## config.mk

```make
export PLATFORM = sky130hd
export DESIGN_NAME = fetch_pc_unit_flat
export DESIGN_NICKNAME = d
export VERILOG_FILES = /design/src/rtl/fetch_pc_unit_if.sv /design/src/rtl/fetch_pc_unit.sv /design/src/flat_wrapper.sv
export SDC_FILE = /design/constraint.sdc
export NUM_CORES = 1
export LEC_CHECK = 0
export CAP_MARGIN = 10
export CORE_AREA = 2 2 100 174
export CTS_CLUSTER_SIZE = 8
export DETAILED_ROUTE_END_ITERATION = 7
export DIE_AREA = 0 0 102 176
export HOLD_SLACK_MARGIN = 0.15
export PLACE_DENSITY = 0.75
export RECOVER_POWER = 25
export SLEW_MARGIN = 40
export SYNTH_ARGS = -nofsm -noshare
export SYNTH_HDL_FRONTEND = slang
export SYNTH_SLANG_ARGS = --single-unit
```

## constraint.sdc

```tcl
create_clock -name clk -period 1.97 [get_ports clk]
set_input_delay 0.4925 -clock clk [delete_from_list [all_inputs] [get_ports clk]]
set_output_delay 0.4925 -clock clk [all_outputs]
set_load 0.005 [all_outputs]
```

## src/rtl/fetch_pc_unit_if.sv

```systemverilog
// fetch_pc_unit_if
//   Instruction-memory request/response bus between the fetch stage and
//   instruction memory. One request may be outstanding at a time.
//
//   req     master -> slave  request valid
//   addr    master -> slave  request byte address
//   ready   slave  -> master request accepted this cycle
//   rvalid  slave  -> master read data valid (one per accepted request)
//   rdata   slave  -> master instruction word
interface fetch_pc_unit_if;
  logic        req;
  logic [31:0] addr;
  logic        ready;
  logic        rvalid;
  logic [31:0] rdata;

  modport master (output req, output addr, input ready, input rvalid, input rdata);
  modport slave  (input req, input addr, output ready, output rvalid, output rdata);
endinterface

```

## src/rtl/fetch_pc_unit.sv

```systemverilog
// fetch_pc_unit
//   Instruction-fetch stage. Owns the program counter, issues one
//   instruction-memory request at a time, and delivers {instr, pc, pc+4}
//   to the IF/ID boundary. Honours hazard stalls and squashes wrong-path
//   fetches when a branch redirect arrives.
//
// Ports
//   clk              system clock, rising edge
//   rst              synchronous active-high reset
//   stall            hold IF/ID outputs, no advance
//   redirect_valid   taken branch/jump resolved this cycle
//   redirect_target  new PC when redirect_valid=1
//   imem             instruction-memory bus (master side)
//   if_valid         IF/ID holds a valid instruction
//   if_instr         fetched instruction (NOP_INSTR when not valid)
//   if_pc            address of if_instr
//   if_pcp4          if_pc + 4
//   misalign_fault   sticky misaligned-redirect flag
//
// Build option
//   FETCH_ALIGN_CHECK_EN  when defined, a redirect to a non-word-aligned
//   target raises misalign_fault and parks the unit in FAULT until reset.
//   When undefined, the target's low two bits are cleared and
//   misalign_fault is tied low.
//
// State | Meaning
// IDLE  | after reset; no request, moves to REQ next cycle
// REQ   | imem.req=1 at pc, waiting for imem.ready
// WAIT  | request accepted, waiting for imem.rvalid
// HOLD  | response captured while stalled; waiting for stall to drop
// FAULT | misaligned redirect seen (alignment check builds only)
module fetch_pc_unit #(
  parameter logic [31:0] RESET_PC  = 32'h0000_0000,
  parameter logic [31:0] NOP_INSTR = 32'h0000_0000
) (
  input  logic                   clk,
  input  logic                   rst,
  input  logic                   stall,
  input  logic                   redirect_valid,
  input  logic [31:0]            redirect_target,
  fetch_pc_unit_if.master        imem,
  output logic                   if_valid,
  output logic [31:0]            if_instr,
  output logic [31:0]            if_pc,
  output logic [31:0]            if_pcp4,
  output logic                   misalign_fault
);

  typedef enum logic [2:0] {
    IDLE  = 3'd0,
    REQ   = 3'd1,
    WAIT  = 3'd2,
    HOLD  = 3'd3
`ifdef FETCH_ALIGN_CHECK_EN
    ,
    FAULT = 3'd4
`endif
  } state_t;

  state_t      state_q, state_d;
  logic [31:0] pc_q, pc_d;
  logic        squash_q, squash_d;
  logic [31:0] hold_q, hold_d;

  logic        load;
  logic [31:0] load_data;
  logic        flush;
  logic        in_fault;

  logic        if_valid_d;
  logic [31:0] if_instr_d;
  logic [31:0] if_pc_d;
  logic [31:0] if_pcp4_d;

  logic [31:0] pc_plus4;
  assign pc_plus4 = pc_q + 32'd4;

`ifdef FETCH_ALIGN_CHECK_EN
  logic fault_q, fault_d;
  assign misalign_fault = fault_q;
  assign in_fault       = (state_q == FAULT);
`else
  assign misalign_fault = 1'b0;
  assign in_fault       = 1'b0;
`endif

  // Request is a pure function of state; the address always tracks pc so
  // it can only move while in REQ through a redirect.
  assign imem.req  = (state_q == REQ);
  assign imem.addr = pc_q;

  always_comb begin
    state_d   = state_q;
    pc_d      = pc_q;
    squash_d  = squash_q;
    hold_d    = hold_q;
    load      = 1'b0;
    load_data = hold_q;
    flush     = 1'b0;
`ifdef FETCH_ALIGN_CHECK_EN
    fault_d   = fault_q;
`endif

    case (state_q)
      IDLE: state_d = REQ;
      REQ: begin
        if (imem.ready) state_d = WAIT;
      end
      WAIT: begin
        if (imem.rvalid) begin
          if (squash_q) begin
            squash_d = 1'b0;
            state_d  = REQ;
          end else if (!stall) begin
            load      = 1'b1;
            load_data = imem.rdata;
            pc_d      = pc_plus4;
            state_d   = REQ;
          end else begin
            hold_d  = imem.rdata;
            state_d = HOLD;
          end
        end
      end
      HOLD: begin
        if (!stall) begin
          load      = 1'b1;
          load_data = hold_q;
          pc_d      = pc_plus4;
          state_d   = REQ;
        end
      end
      default: state_d = state_q;
    endcase

    // Redirect overrides normal advance and stall. The in-flight request
    // (if any) cannot be cancelled, so its response is marked for dropping.
    if (redirect_valid && !in_fault) begin
      load   = 1'b0;
      flush  = 1'b1;
      hold_d = NOP_INSTR;
      pc_d   = redirect_target & ~32'h0000_0003;
      case (state_q)
        IDLE: state_d = REQ;
        REQ: begin
          if (imem.ready) begin
            state_d  = WAIT;
            squash_d = 1'b1;
          end else begin
            state_d  = REQ;
          end
        end
        WAIT: begin
          if (imem.rvalid) begin
            state_d  = REQ;
            squash_d = 1'b0;
          end else begin
            state_d  = WAIT;
            squash_d = 1'b1;
          end
        end
        HOLD:    state_d = REQ;
        default: state_d = state_q;
      endcase
`ifdef FETCH_ALIGN_CHECK_EN
      if (redirect_target[1:0] != 2'b00) begin
        state_d  = FAULT;
        fault_d  = 1'b1;
        squash_d = 1'b0;
        pc_d     = pc_q;
      end
`endif
    end
  end

  // IF/ID next values: load wins, otherwise bubble when not stalled,
  // otherwise hold. Redirects and FAULT always kill the valid bit.
  always_comb begin
    if_valid_d = if_valid;
    if_instr_d = if_instr;
    if_pc_d    = if_pc;
    if_pcp4_d  = if_pcp4;
    if (load) begin
      if_valid_d = 1'b1;
      if_instr_d = load_data;
      if_pc_d    = pc_q;
      if_pcp4_d  = pc_plus4;
    end else begin
      if (!stall) begin
        if_valid_d = 1'b0;
        if_instr_d = NOP_INSTR;
      end
      if (flush || in_fault) if_valid_d = 1'b0;
    end
  end

  always_ff @(posedge clk) begin
    if (rst) begin
      state_q  <= IDLE;
      pc_q     <= RESET_PC;
      squash_q <= 1'b0;
      hold_q   <= NOP_INSTR;
      if_valid <= 1'b0;
      if_instr <= NOP_INSTR;
      if_pc    <= 32'h0000_0000;
      if_pcp4  <= 32'h0000_0000;
    end else begin
      state_q  <= state_d;
      pc_q     <= pc_d;
      squash_q <= squash_d;
      hold_q   <= hold_d;
      if_valid <= if_valid_d;
      if_instr <= if_instr_d;
      if_pc    <= if_pc_d;
      if_pcp4  <= if_pcp4_d;
    end
  end

`ifdef FETCH_ALIGN_CHECK_EN
  always_ff @(posedge clk) begin
    if (rst) fault_q <= 1'b0;
    else     fault_q <= fault_d;
  end
`endif

endmodule

```

## src/flat_wrapper.sv

```systemverilog
// flat-port wrapper written by rule: the top's interface ports become plain ports
module fetch_pc_unit_flat 
#(
  parameter logic [31:0] RESET_PC  = 32'h0000_0000,
  parameter logic [31:0] NOP_INSTR = 32'h0000_0000
)
  (clk, rst, stall, redirect_valid, redirect_target, if_valid, if_instr, if_pc, if_pcp4, misalign_fault, imem_req, imem_addr, imem_ready, imem_rvalid, imem_rdata);
  fetch_pc_unit_if imem_i ();
  input  logic clk;
  input  logic rst;
  input  logic stall;
  input  logic redirect_valid;
  input  logic [31:0] redirect_target;
  output logic if_valid;
  output logic [31:0] if_instr;
  output logic [31:0] if_pc;
  output logic [31:0] if_pcp4;
  output logic misalign_fault;
  output wire logic [$bits(imem_i.req)-1:0] imem_req;
  output wire logic [$bits(imem_i.addr)-1:0] imem_addr;
  input wire logic [$bits(imem_i.ready)-1:0] imem_ready;
  input wire logic [$bits(imem_i.rvalid)-1:0] imem_rvalid;
  input wire logic [$bits(imem_i.rdata)-1:0] imem_rdata;
  assign imem_req = imem_i.req;
  assign imem_addr = imem_i.addr;
  assign imem_i.ready = imem_ready;
  assign imem_i.rvalid = imem_rvalid;
  assign imem_i.rdata = imem_rdata;
  fetch_pc_unit #(.RESET_PC(RESET_PC), .NOP_INSTR(NOP_INSTR)) u_core (.clk(clk), .rst(rst), .stall(stall), .redirect_valid(redirect_valid), .redirect_target(redirect_target), .imem(imem_i), .if_valid(if_valid), .if_instr(if_instr), .if_pc(if_pc), .if_pcp4(if_pcp4), .misalign_fault(misalign_fault));
endmodule
```

# Word-level counts from Yosys, hierarchy flattened
# Cells that the tools add are included.
# op_classes
n_addsub	1
muxes	36
bitwise	1
eq_ne	12
n_reduce_logical	10
# op_table
op	count
2-to-1 mux 32 bit	10
one-hot mux 32 bit (2 select lines)	1
adder 32 x 3 -> 32 bit, second input constant	1
2-to-1 mux 3 bit	5
2-to-1 mux 1 bit	13
one-hot mux 3 bit (4 select lines)	1
inequality test 3 bit, second input constant	3
one-hot mux 3 bit (3 select lines)	1
== test 3 x 2 -> 1 bit, second input constant	2
2-to-1 mux 2 bit	3
AND reduction 3 bit	2
AND reduction 5 bit	1
nonzero test 5 bit	1
inequality test 2 bit, second input constant	2
inequality test 4 x 2 -> 1 bit, second input constant	1
one-hot mux 1 bit (2 select lines)	2
AND reduction 4 bit	1
OR reduction 2 bit	2
== test 3 x 1 -> 1 bit, second input constant	1
logical NOT 3 bit	1
inequality test 3 x 1 -> 1 bit, second input constant	1
inequality test 3 x 2 -> 1 bit, second input constant	1
nonzero test 3 bit	1
inequality test 2 x 1 -> 1 bit, second input constant	1
other kinds (2)	2
# word_totals
regBits	165
output_inout_bits	131
inputBits	70

# Depth between registers and ports, before layout
# Gate-level depths: netlist of run 1.
# depth
ltp_word	6
depth_mapped	9

# Worst setup path before layout of run 1
# No wires, ideal clock.
# synth_path
kind	register -> register
start	register u_core.state_q[0]
end	register u_core.pc_q[16] (netlist: u_core.imem.addr[16])
synth_period_minus_slack_ns	2.014
n_path_buf	2
stages_incl_launch_ff	9
path_slack_ns	-0.044
setup_time_ns	0.119
arrival_time_ns	1.895
path_cell_list	dfxtp_1 -> inv_1 -> ha_1 -> and4bb_1 -> buf_4 -> or2_2 -> buf_2 -> a31o_2 -> o221a_1
# synth_between
elab_chain_len	3
elab_cells_between_ends	8
# synth_rtl
item	line	rtl
from (decl)	fetch_pc_unit.sv:60	state_t state_q, state_d;
from (signal assigned)	fetch_pc_unit.sv:208	state_q <= state_d;
== test 3 x 2 -> 1 bit	fetch_pc_unit.sv:104	case (state_q)
inequality test 3 bit (no line), or another cell as far along	--	
AND reduction 3 bit (no line) or 2-to-1 mux 32 bit (tied branches)	--	
to (signal assigned)	fetch_pc_unit.sv:209	pc_q <= pc_d;
to (decl)	fetch_pc_unit.sv:61	logic [31:0] pc_q, pc_d;
# Parallel ways exist; a longest one is shown, timed or not.
# A chain may end at the register's enable or synchronous reset.

# Worst setup path in the final report of run 1
# layout_path
start	register u_core.pc_q[25] (netlist: u_core.imem.addr[25])
end	output imem_addr[25]
# layout_rtl
item	line	rtl
to (decl)	flat_wrapper.sv:20	output wire logic [$bits(imem_i.addr)-1:0] imem_addr;
# No word-level cell between the ends.

==> results.md, run 1 <==
- First DRT Iteration DRCs: 196
- Fin util: 64.2%
- CTS Sinks: 158
- Final period util: 97.8%
- LEAKAGE: 3.60 nW
- Crit Path Class: register to output port
- Die ar.: 0.0180 mm2
- N_diodes: 0
- Die X: 102 um
- Max cap viols: 0
- DRC viols: 0
- Initial antenna violation count: 0
- Clock latency on the worst-skew pair: 420 ps
- Post-synth EDFFs: 0
- Pre-CTS setup slack: -389 ps
- Hold Path Class: input pin to register
- Critical path's top delay family: buffers and inverters
- CP Launch Type: register
- Final #Nets: 1166
- Starting Density: 43.4%
- Netlist cell types: 53
- H-tree depth: 4
- Residual antenna-violating net count after detailed routing: 0
- Die H: 176 um
- Slew margin rel.: 66.5%
- Seq cells post-synth: 158
- Port Buffer Count: 191
- Most frequent cells in the layout: 186 x clkdlybuf4s50_1, 151 x nand2_1, 145 x dfxtp_1
- Via density: 5.26
- Fin. max-slew vios: 0
- CP required: 1480 ps
- Worst setup EP type: output port
- Final Non-Filler Cells: 1324
- Worst-path clk slew: 70 ps
- Peak VDD IR: 614 uV
- Crit path max fanout: 4
- Global-route wire length before repair: 33500 um
- Status: finished clean
- RePlAce Congestion: 0.876
- GRT overflow: 0
- DP HPWL: 14900 um
- Synth area leaders: dfxtp_1 44%, nand2_1 8.0%, a21oi_1 7.2%
- Cells after DPL: 1285
- Routed wire length: 21700 um
- Worst path slowest cell: clkdlybuf4s50_1
- Post-Syn Area: 0.00714 mm2
- Via count of the first global-routing pass: 6650
- CP peak stage delay: 500 ps
- Predominant post-synthesis flop cell: dfxtp_1
- Fraction of registers with async set/reset: 0%
- Mapped Cells: 876
- CP arrival: 1430 ps
- CTS tree: built
- Total design power: 8.82 mW
- Fill count: 1424
- Root buf cell: clkbuf_16
- Final worst setup slack: 44.3 ps
- DR pass1 iterations: 5
- Pwr per Cell Area: 835 mW/mm2
- Total GRT Usage: 23.6%
- Worst Max-Slew Pin Slew: 502 ps
- Area leader, netlist: dfxtp_1
- Layout Skew: 10.9 ps
- Crit path buffers/inverters: 2
- Minimum clock period: 1930 ps
- Area share of the largest cell type after synthesis: 44.3%
- Vias after detailed routing: 6962
- Rows: 62
- Finish-stage setup viols: 0
- Largest net degree at the start of global routing: 64
- Hold Vio Cnt, Final: 0
- Fraction of layout cells with a size suffix above 1: 14.9%
- Area of the core: 0.0164 mm2
- Commonest non-fill, non-tap cell in the layout: clkdlybuf4s50_1
- Inserted Clock Buffers: 17
- Area grow syn2layout: 47.8%
- Register area share after synthesis: 44.3%
- WL/cell: 16.4 um
- Post-Syn Area per Cell: 8.15 um2
- Synth warn: 0
- I/O pin count: 201
- Max frequency: 519 MHz
- Clock tree buffer depth: 2
- CP cell instances: buf_4, clkdlybuf4s50_1
==> cell type report <==
type                    instances  area, um2  share of cell area, %
well taps                     224        280                   2.66
multi-input cells             638       3780                   35.8
flip-flops and latches        158       3180                   30.2
clock inverters                13        211                   2.00
clock buffers                  17        425                   4.03
repair buffers                266       2650                   25.1
inverters                       8       30.0                  0.285
==> worst min-delay path, cell delays in order <==
cell	delay, ps
buf_4	120
inv_1	60
o221a_1	110
==> stage by stage <==
stage	hold slack (ps)	area [um2]	TNS [ps]
3_5_place_dp	445	9620	-30280
3_3_place_gp	441	9620	-25800
5_1_grt	416	10600	-52.2
2_1_floorplan	436	7160	0
6_report	428	10600	0
4_1_cts	402	10400	0
==> worst paths after layout <==
kind | start | end | slack (ps) | depth (start not counted)
worst max-delay path | u_core.imem.addr[25]$_SDFFE_PP0P_ | imem_addr[25] | 40 | 2
worst min-delay path | rst | u_core.imem.addr[16]$_SDFFE_PP0P_ | 430 | 3
worst max register to register | u_core.state_q[1]$_SDFFE_PP0P_ | u_core.if_pcp4[18]$_SDFFE_PP0P_ | 80 | 9
worst min register to register | u_core.if_pc[10]$_SDFFE_PP0P_ | u_core.if_pc[10]$_SDFFE_PP0P_ | 450 | 2
==> synthesized netlist by cell type (2+ instances only) <==
cell        n
clkbuf_1   49
nor4_1      6
mux2i_1    33
inv_1       7
nand4_1     6
or3_1       2
nor3_1     11
buf_4       9
buf_2      16
xnor2_1    34
dfxtp_1   158
ha_1        7
xor2_1     17
and3_1      5
a211oi_1   48
nand3_1    16
o22ai_1     3
and4_1      5
a21oi_1   103
nor4_2      6
and2_1      5
nand3_2     2
o21ai_0     8
buf_1       3
a311oi_1    6
nand2_1   152
nand4_2     2
nor2_1    132
==> registers in the layout (all words and copies together) (netlist names) <==
| signal | flops |
|---|---|
| u_core.hold_q | 32 |
| u_core.squash_q | 1 |
| u_core.state_q | 2 |
| u_core.if_valid | 1 |
| u_core.if_pc | 30 |
| u_core.if_pcp4 | 30 |
| u_core.imem.addr | 30 |
| u_core.if_instr | 32 |
==> logic make-up after synthesis <==
| logic type | after synthesis | synth area share, % |
|---|---|---|
| AND/OR/NAND/NOR | 363 | 23.1 |
| AO/OA/AOI/OAI | 177 | 15.0 |
| flip-flops | 158 | 44.3 |
| buffers and inverters | 86 | 5.38 |
| XOR/XNOR | 51 | 6.26 |
| multiplexers | 33 | 4.63 |
| adder cells (fa/ha/maj) | 7 | 1.23 |
| other | 1 | 0.0525 |
==> per-layer routing <==
| metal | wire length [um] | share of wire, % | track usage (%) | vias to the layer above |
|---|---|---|---|---|
| met2 | 11800 | 54 | 43.5 | 220 |
| met5 | 0 | 0 | 0 | - |
| li1 | - | - | - | 3386 |
| met4 | 928 | 4.3 | 11.1 | 0 |
| met3 | 1020 | 4.7 | 4.75 | 54 |
| met1 | 7990 | 37 | 24.8 | 3302 |
==> power breakdown <==
group          internal [mW]  switching (mW)
sequential              3.33           0.119
clock                   2.25            1.38
combinational          0.877           0.853
==> what timing repair did <==
action	CTS	global route
gates resized for setup	22	33
endpoints found under the setup margin	15	82
pin swaps	3	8
setup buffers	2	3
hold buffers	0	0
cloned	1	3
No activity file was read; power rests on OpenSTA's default activity.
==> run 2, diff against run 1 <==
SETUP_SLACK_MARGIN = 0.1   (was default)
==> run 2 against run 1 <==
Effect of this change: register-to-register slack lost 30 ps; sequential share of layout area down 0.89 points; clock skew is 4.1 ps higher; largest cell class unchanged; wire length grew 6.4%; largest power group is now registers; cell count increased by 1.9%; worst hold slack gained 7.0 ps; sequential cell count did not move; critical path depth increased by 6; combinational power increased by 7%.
==> results.md, run 2 (synthesis gave the netlist of run 1 again) <==
- Crit path max fanout: 5
- R2r setup slk: 50 ps
- Most frequent cells in the layout: 158 x clkdlybuf4s50_1, 151 x nand2_1, 145 x dfxtp_1
- RePlAce Congestion: 0.859
- CP Launch Type: register
- CP arrival: 2270 ps
- Pwr per Cell Area: 774 mW/mm2
- H-tree depth: 4
- Final #Nets: 1189
- CP required: 2320 ps
- Worst R2R Path Depth: 8
- Via density: 5.30
- Worst setup EP type: register
- Area of the core: 0.0164 mm2
- CP cell instances: buf_6, buf_4, nand3_1, nor4_2, buf_4, nand3_1, xor2_1, a211oi_1
- Worst-path clk slew: 70 ps
- Worst path slowest cell: nor4_2
- Final period util: 97.7%
- Crit Path Class: register to register
- Fin. max-slew vios: 0
- Initial antenna violation count: 0
- I/O pin count: 201
- CTS tree: built
- Largest regs: u_core.hold_q (32), u_core.if_instr (32)
- CTS Sinks: 158
- Area grow syn2layout: 53.1%
- DRC viols: 0
- Global-route wire length before repair: 33500 um
- Die X: 102 um
- Routed wire length: 23100 um
- Die ar.: 0.0180 mm2
- Hold Path Class: input pin to register
- LEAKAGE: 3.90 nW
- Status: finished clean
- Largest net degree at the start of global routing: 69
- N_diodes: 0
- CP peak stage delay: 390 ps
- Clock tree buffer depth: 2
- Clock latency on the worst-skew pair: 430 ps
- Peak VDD IR: 556 uV
- Max cap viols: 0
- GRT overflow: 0
- Unrepaired setup endpoints after global routing: true
- DP HPWL: 15100 um
- First DRT Iteration DRCs: 258
- Hold Vio Cnt, Final: 0
- Starting Density: 43.4%
- Root buf cell: clkbuf_16
- Max frequency: 520 MHz
- WL/cell: 17.1 um
- WHS: 435 ps
- Commonest non-fill, non-tap cell in the layout: clkdlybuf4s50_1
- Vias after detailed routing: 7154
- Critical Path Source: u_core.imem.addr[20]$_SDFFE_PP0P_
- Rows: 62
- DR pass1 iterations: 5
- Die H: 176 um
- Pre-CTS setup slack: -357 ps
- Reg-to-reg startpoint: u_core.imem.addr[20]$_SDFFE_PP0P_
- Worst flop-to-flop path endpoint: u_core.if_pcp4[28]$_SDFFE_PP0P_
- Inserted Clock Buffers: 17
- Residual antenna-violating net count after detailed routing: 0
- CTS hold repair buffers: 0
- Total design power: 8.46 mW
- Minimum clock period: 1920 ps
- Hold path depth: 2
- Via count of the first global-routing pass: 6772
- Hold_sp: rst
- Finish-stage setup viols: 0
- Fraction of layout cells with a size suffix above 1: 17.5%
- Port Buffer Count: 191
- Total GRT Usage: 23.7%
- Final worst setup slack: 45.3 ps
- Layout Skew: 15.0 ps
- Fill count: 1382
- Hold endpoint: u_core.if_instr[12]$_SDFFE_PP0P_
## run 2: cell count changes in the layout (fill, tap and decap cells not counted), moves of 5 or more
cell             previous run  this run
clkdlybuf4s50_1           186       158
dlygate4sd2_1               1        16
dlygate4sd3_1               0        10
buf_6                       6        14
dfxtp_2                    12         6
dfxtp_4                     1         7
buf_12                      8        13
bufinv_16                   5         0
clkbuf_1                    2         7
nor4_4                      4         9
## run 2: critical path: cells and delay by family (launching register included)
kind | cells | cell delay (ps)
flip-flops | 1 | 350
AO/OA/AOI/OAI | 1 | 230
XOR/XNOR | 1 | 170
buffers and inverters | 3 | 430
AND/OR/NAND/NOR | 3 | 680
## run 2: worst max path at each step
stage,to,slack (ps),depth (start not counted)
final,u_core.if_pcp4[28]$_SDFFE_PP0P_,50,8
after global routing,u_core.if_pcp4[28]$_SDFFE_PP0P_,-50,8
after CTS,imem_req,20,3
after detailed placement,u_core.if_pcp4[24]$_SDFFE_PP0P_,-360,9
after global placement,u_core.imem.addr[25]$_SDFFE_PP0P_,-310,7
after floorplan,u_core.if_pcp4[10]$_SDFFE_PP0P_,70,8
## run 2: power by group
part,internal (mW),leakage (nW),switching [mW]
sequential,3.34,1.29,0.120
clock,1.71,0.262,1.44
combinational,0.940,2.36,0.908
## run 2: layout make-up
| class | count | area, um2 | area share [%] |
|---|---|---|---|
| Tap cell | 224 | 280 | 2.57 |
| Clock buffer | 20 | 457 | 4.18 |
| Sequential cell | 158 | 3200 | 29.3 |
| Clock inverter | 12 | 103 | 0.939 |
| Inverter | 8 | 32.5 | 0.298 |
| Timing Repair Buffer | 289 | 2970 | 27.2 |
| Multi-Input combinational cell | 638 | 3880 | 35.6 |
## run 2: per-stage QoR
stage / TNS (ps) / std cells / cell area (um2) / utilization (%)
2_1_floorplan: 0 / 882 / 7180 / -
3_3_place_gp: -25350 / 1291 / 9710 / 59.0
3_5_place_dp: -28780 / 1291 / 9710 / 59.0
4_1_cts: 0 / 1329 / 10500 / 63.8
5_1_grt: -60.4 / 1349 / 10900 / 66.4
6_report: 0 / 1349 / 10900 / 66.4
## run 2: per-layer routing
metal,track usage (%),wire length [um],vias to the layer above
met1,24.9,8260,3380
met5,0,0,-
met2,43.8,12600,254
met4,12.3,1070,0
met3,4.08,1180,76
li1,-,-,3444
## run 2: repair_timing
action	CTS	global route
setup buffers	5	14
setup endpoints to repair	79	117
cloned	1	6
gates resized for setup	69	58
endpoints found under the hold margin	0	0
pin swaps	4	22
==> run 3, diff against run 2 <==
PLACE_DENSITY = 0.76   (was 0.75)
==> run 3 against run 2 <==
Effect of this change: the run now ends with negative setup slack left; critical path type unchanged; die area stayed put; cell count hardly changed; critical endpoint is now u_core.imem.addr[12]$_SDFFE_PP0P_; power up 5.4%.
==> results.md, run 3 (synthesis gave the netlist of run 1 again) <==
- Commonest non-fill, non-tap cell in the layout: clkdlybuf4s50_1
- Fill count: 1263
- CP required: 2310 ps
- Failing checks: negative setup slack
- Seq pwr share: 39.1%
- CTS hold repair buffers: 0
- Combinational share of power: 22.4%
- Peak VDD IR: 566 uV
- Status: complete, but fails checks
- Largest regs: u_core.hold_q (32), u_core.if_instr (32)
- Global-route wire length before repair: 33200 um
- Hold Vio Cnt, Final: 0
- RePlAce Congestion: 0.871
- Clock latency on the worst-skew pair: 430 ps
- Clock power frac: 38.5%
- Vias after detailed routing: 7321
- H-tree depth: 4
- Largest net degree at the start of global routing: 65
- Final #Nets: 1189
- Port Buffer Count: 191
- Minimum clock period: 1990 ps
- Inserted Clock Buffers: 17
- I/O pin count: 201
- Hold Path Class: input pin to register
- First DRT Iteration DRCs: 269
- WHS: 407 ps
- Total GRT Usage: 23.5%
- Via count of the first global-routing pass: 6626
- Die ar.: 0.0180 mm2
- Finish-stage setup viols: 1
- Psw: 2.55 mW
- Routed wire length: 24700 um
- Via density: 5.42
- GRT overflow: 0
- WL/cell: 18.3 um
- DRC viols: 0
- CP arrival: 2330 ps
- LEAKAGE: 4.08 nW
- Pint: 6.36 mW
- Fin util: 68.9%
- Die H: 176 um
- Worst R2R Path Depth: 9
- Cells after DPL: 1282
- Sw frac: 28.7%
- Fraction of layout cells with a size suffix above 1: 23.6%
- Clock tree buffer depth: 2
- Residual antenna-violating net count after detailed routing: 0
- Unrepaired setup endpoints after global routing: true
- Most frequent cells in the layout: 167 x clkdlybuf4s50_1, 143 x nand2_1, 133 x dfxtp_1
- Root buf cell: clkbuf_16
- CP Launch Type: register
- CTS tree: built
- Rows: 62
- DR pass1 iterations: 5
- Pwr per Cell Area: 786 mW/mm2
- Max frequency: 503 MHz
- CTS Sinks: 158
- Reg-to-reg startpoint: u_core.state_q[0]$_SDFFE_PP0P_
- Final period util: 101%
- Final Non-Filler Cells: 1350
- Fin. max-slew vios: 0
- Area of the core: 0.0164 mm2
- Setup TNS: -17.1 ps
- Max cap viols: 0
- Starting Density: 43.4%
- Area grow syn2layout: 58.8%
- Critical Path Source: u_core.state_q[0]$_SDFFE_PP0P_
- Worst-path clk slew: 70 ps
- Final worst setup slack: -17.1 ps
- Crit path max fanout: 5
- R2r setup slk: -20 ps
- Crit Path Class: register to register
- Worst setup EP type: register
- Hold_sp: rst
- Layout Skew: 10.5 ps
- Die X: 102 um
- Hold path depth: 3
- DP HPWL: 14800 um
- Initial antenna violation count: 1
run 3: cell count changes in the layout (fill, tap and decap cells not counted), moves of 10 or more:
| cell | change |
|---|---|
| dlygate4sd3_1 | -10 |
| dfxtp_2 | +11 |
| a21oi_1 | -12 |
| nor2_2 | +13 |
| dfxtp_1 | -12 |
| nor2_1 | -16 |
| a21oi_2 | +12 |
run 3: per-stage QoR:
| stage | area (um2) | total power [mW] | worst slack [ps] |
|---|---|---|---|
| finish | 11300 | 8.91 | -17.1 |
| global route | 11300 | 9.21 | -55.9 |
| CTS | 10400 | 8.53 | 58.2 |
| detailed placement | 9640 | 5.10 | -357 |
| global placement | 9640 | 5.07 | -299 |
| floorplan | 7180 | 4.33 | 72.7 |
run 3: critical path, stage by stage (launching register included):
cell	delay (ps)
dfxtp_4	380
inv_6	50
ha_4	170
and4bb_4	230
buf_4	150
buf_4	130
o211ai_1	300
nor2_1	110
xnor2_1	140
a211oi_1	230
run 3: final cells by class:
cell class	instances	area (um2)	share of cell area [%]
clock buffers	20	467	4.12
inverters	8	35.0	0.309
repair buffers	289	3090	27.3
clock inverters	12	148	1.30
diodes	1	2.50	0.0221
flip-flops and latches	158	3210	28.4
well taps	224	280	2.47
multi-input cells	638	4100	36.1
run 3: final timing paths:
kind                                            end
hold reg to reg       u_core.if_pc[18]$_SDFFE_PP0P_
setup / recovery  u_core.imem.addr[12]$_SDFFE_PP0P_
hold / removal    u_core.imem.addr[16]$_SDFFE_PP0P_
setup reg to reg  u_core.imem.addr[12]$_SDFFE_PP0P_
run 3: power by group through the flow:
stage	Clock, mW	Combinational, mW	Sequential, mW
final	3.43	1.99	3.48
after global routing	3.57	2.14	3.50
after CTS	3.46	1.61	3.46
after detailed placement	0	1.58	3.52
after global placement	0	1.56	3.51
after floorplan	0	0.813	3.52
run 3: repair_timing:
item	4_1_cts	5_1_grt
gates resized for setup	68	123
endpoints found under the setup margin	77	115
buffers inserted	2	17
pin swaps	2	68
cloned	0	16
run 3: metal layers:
| metal | up-vias | global-route usage, % | wire length [um] |
|---|---|---|---|
| met4 | 0 | 10.3 | 1090 |
| met1 | 3511 | 25.0 | 8880 |
| li1 | 3448 | - | - |
| met5 | - | 0 | 0 |
| met3 | 74 | 4.00 | 1220 |
| met2 | 288 | 44.1 | 13500 |
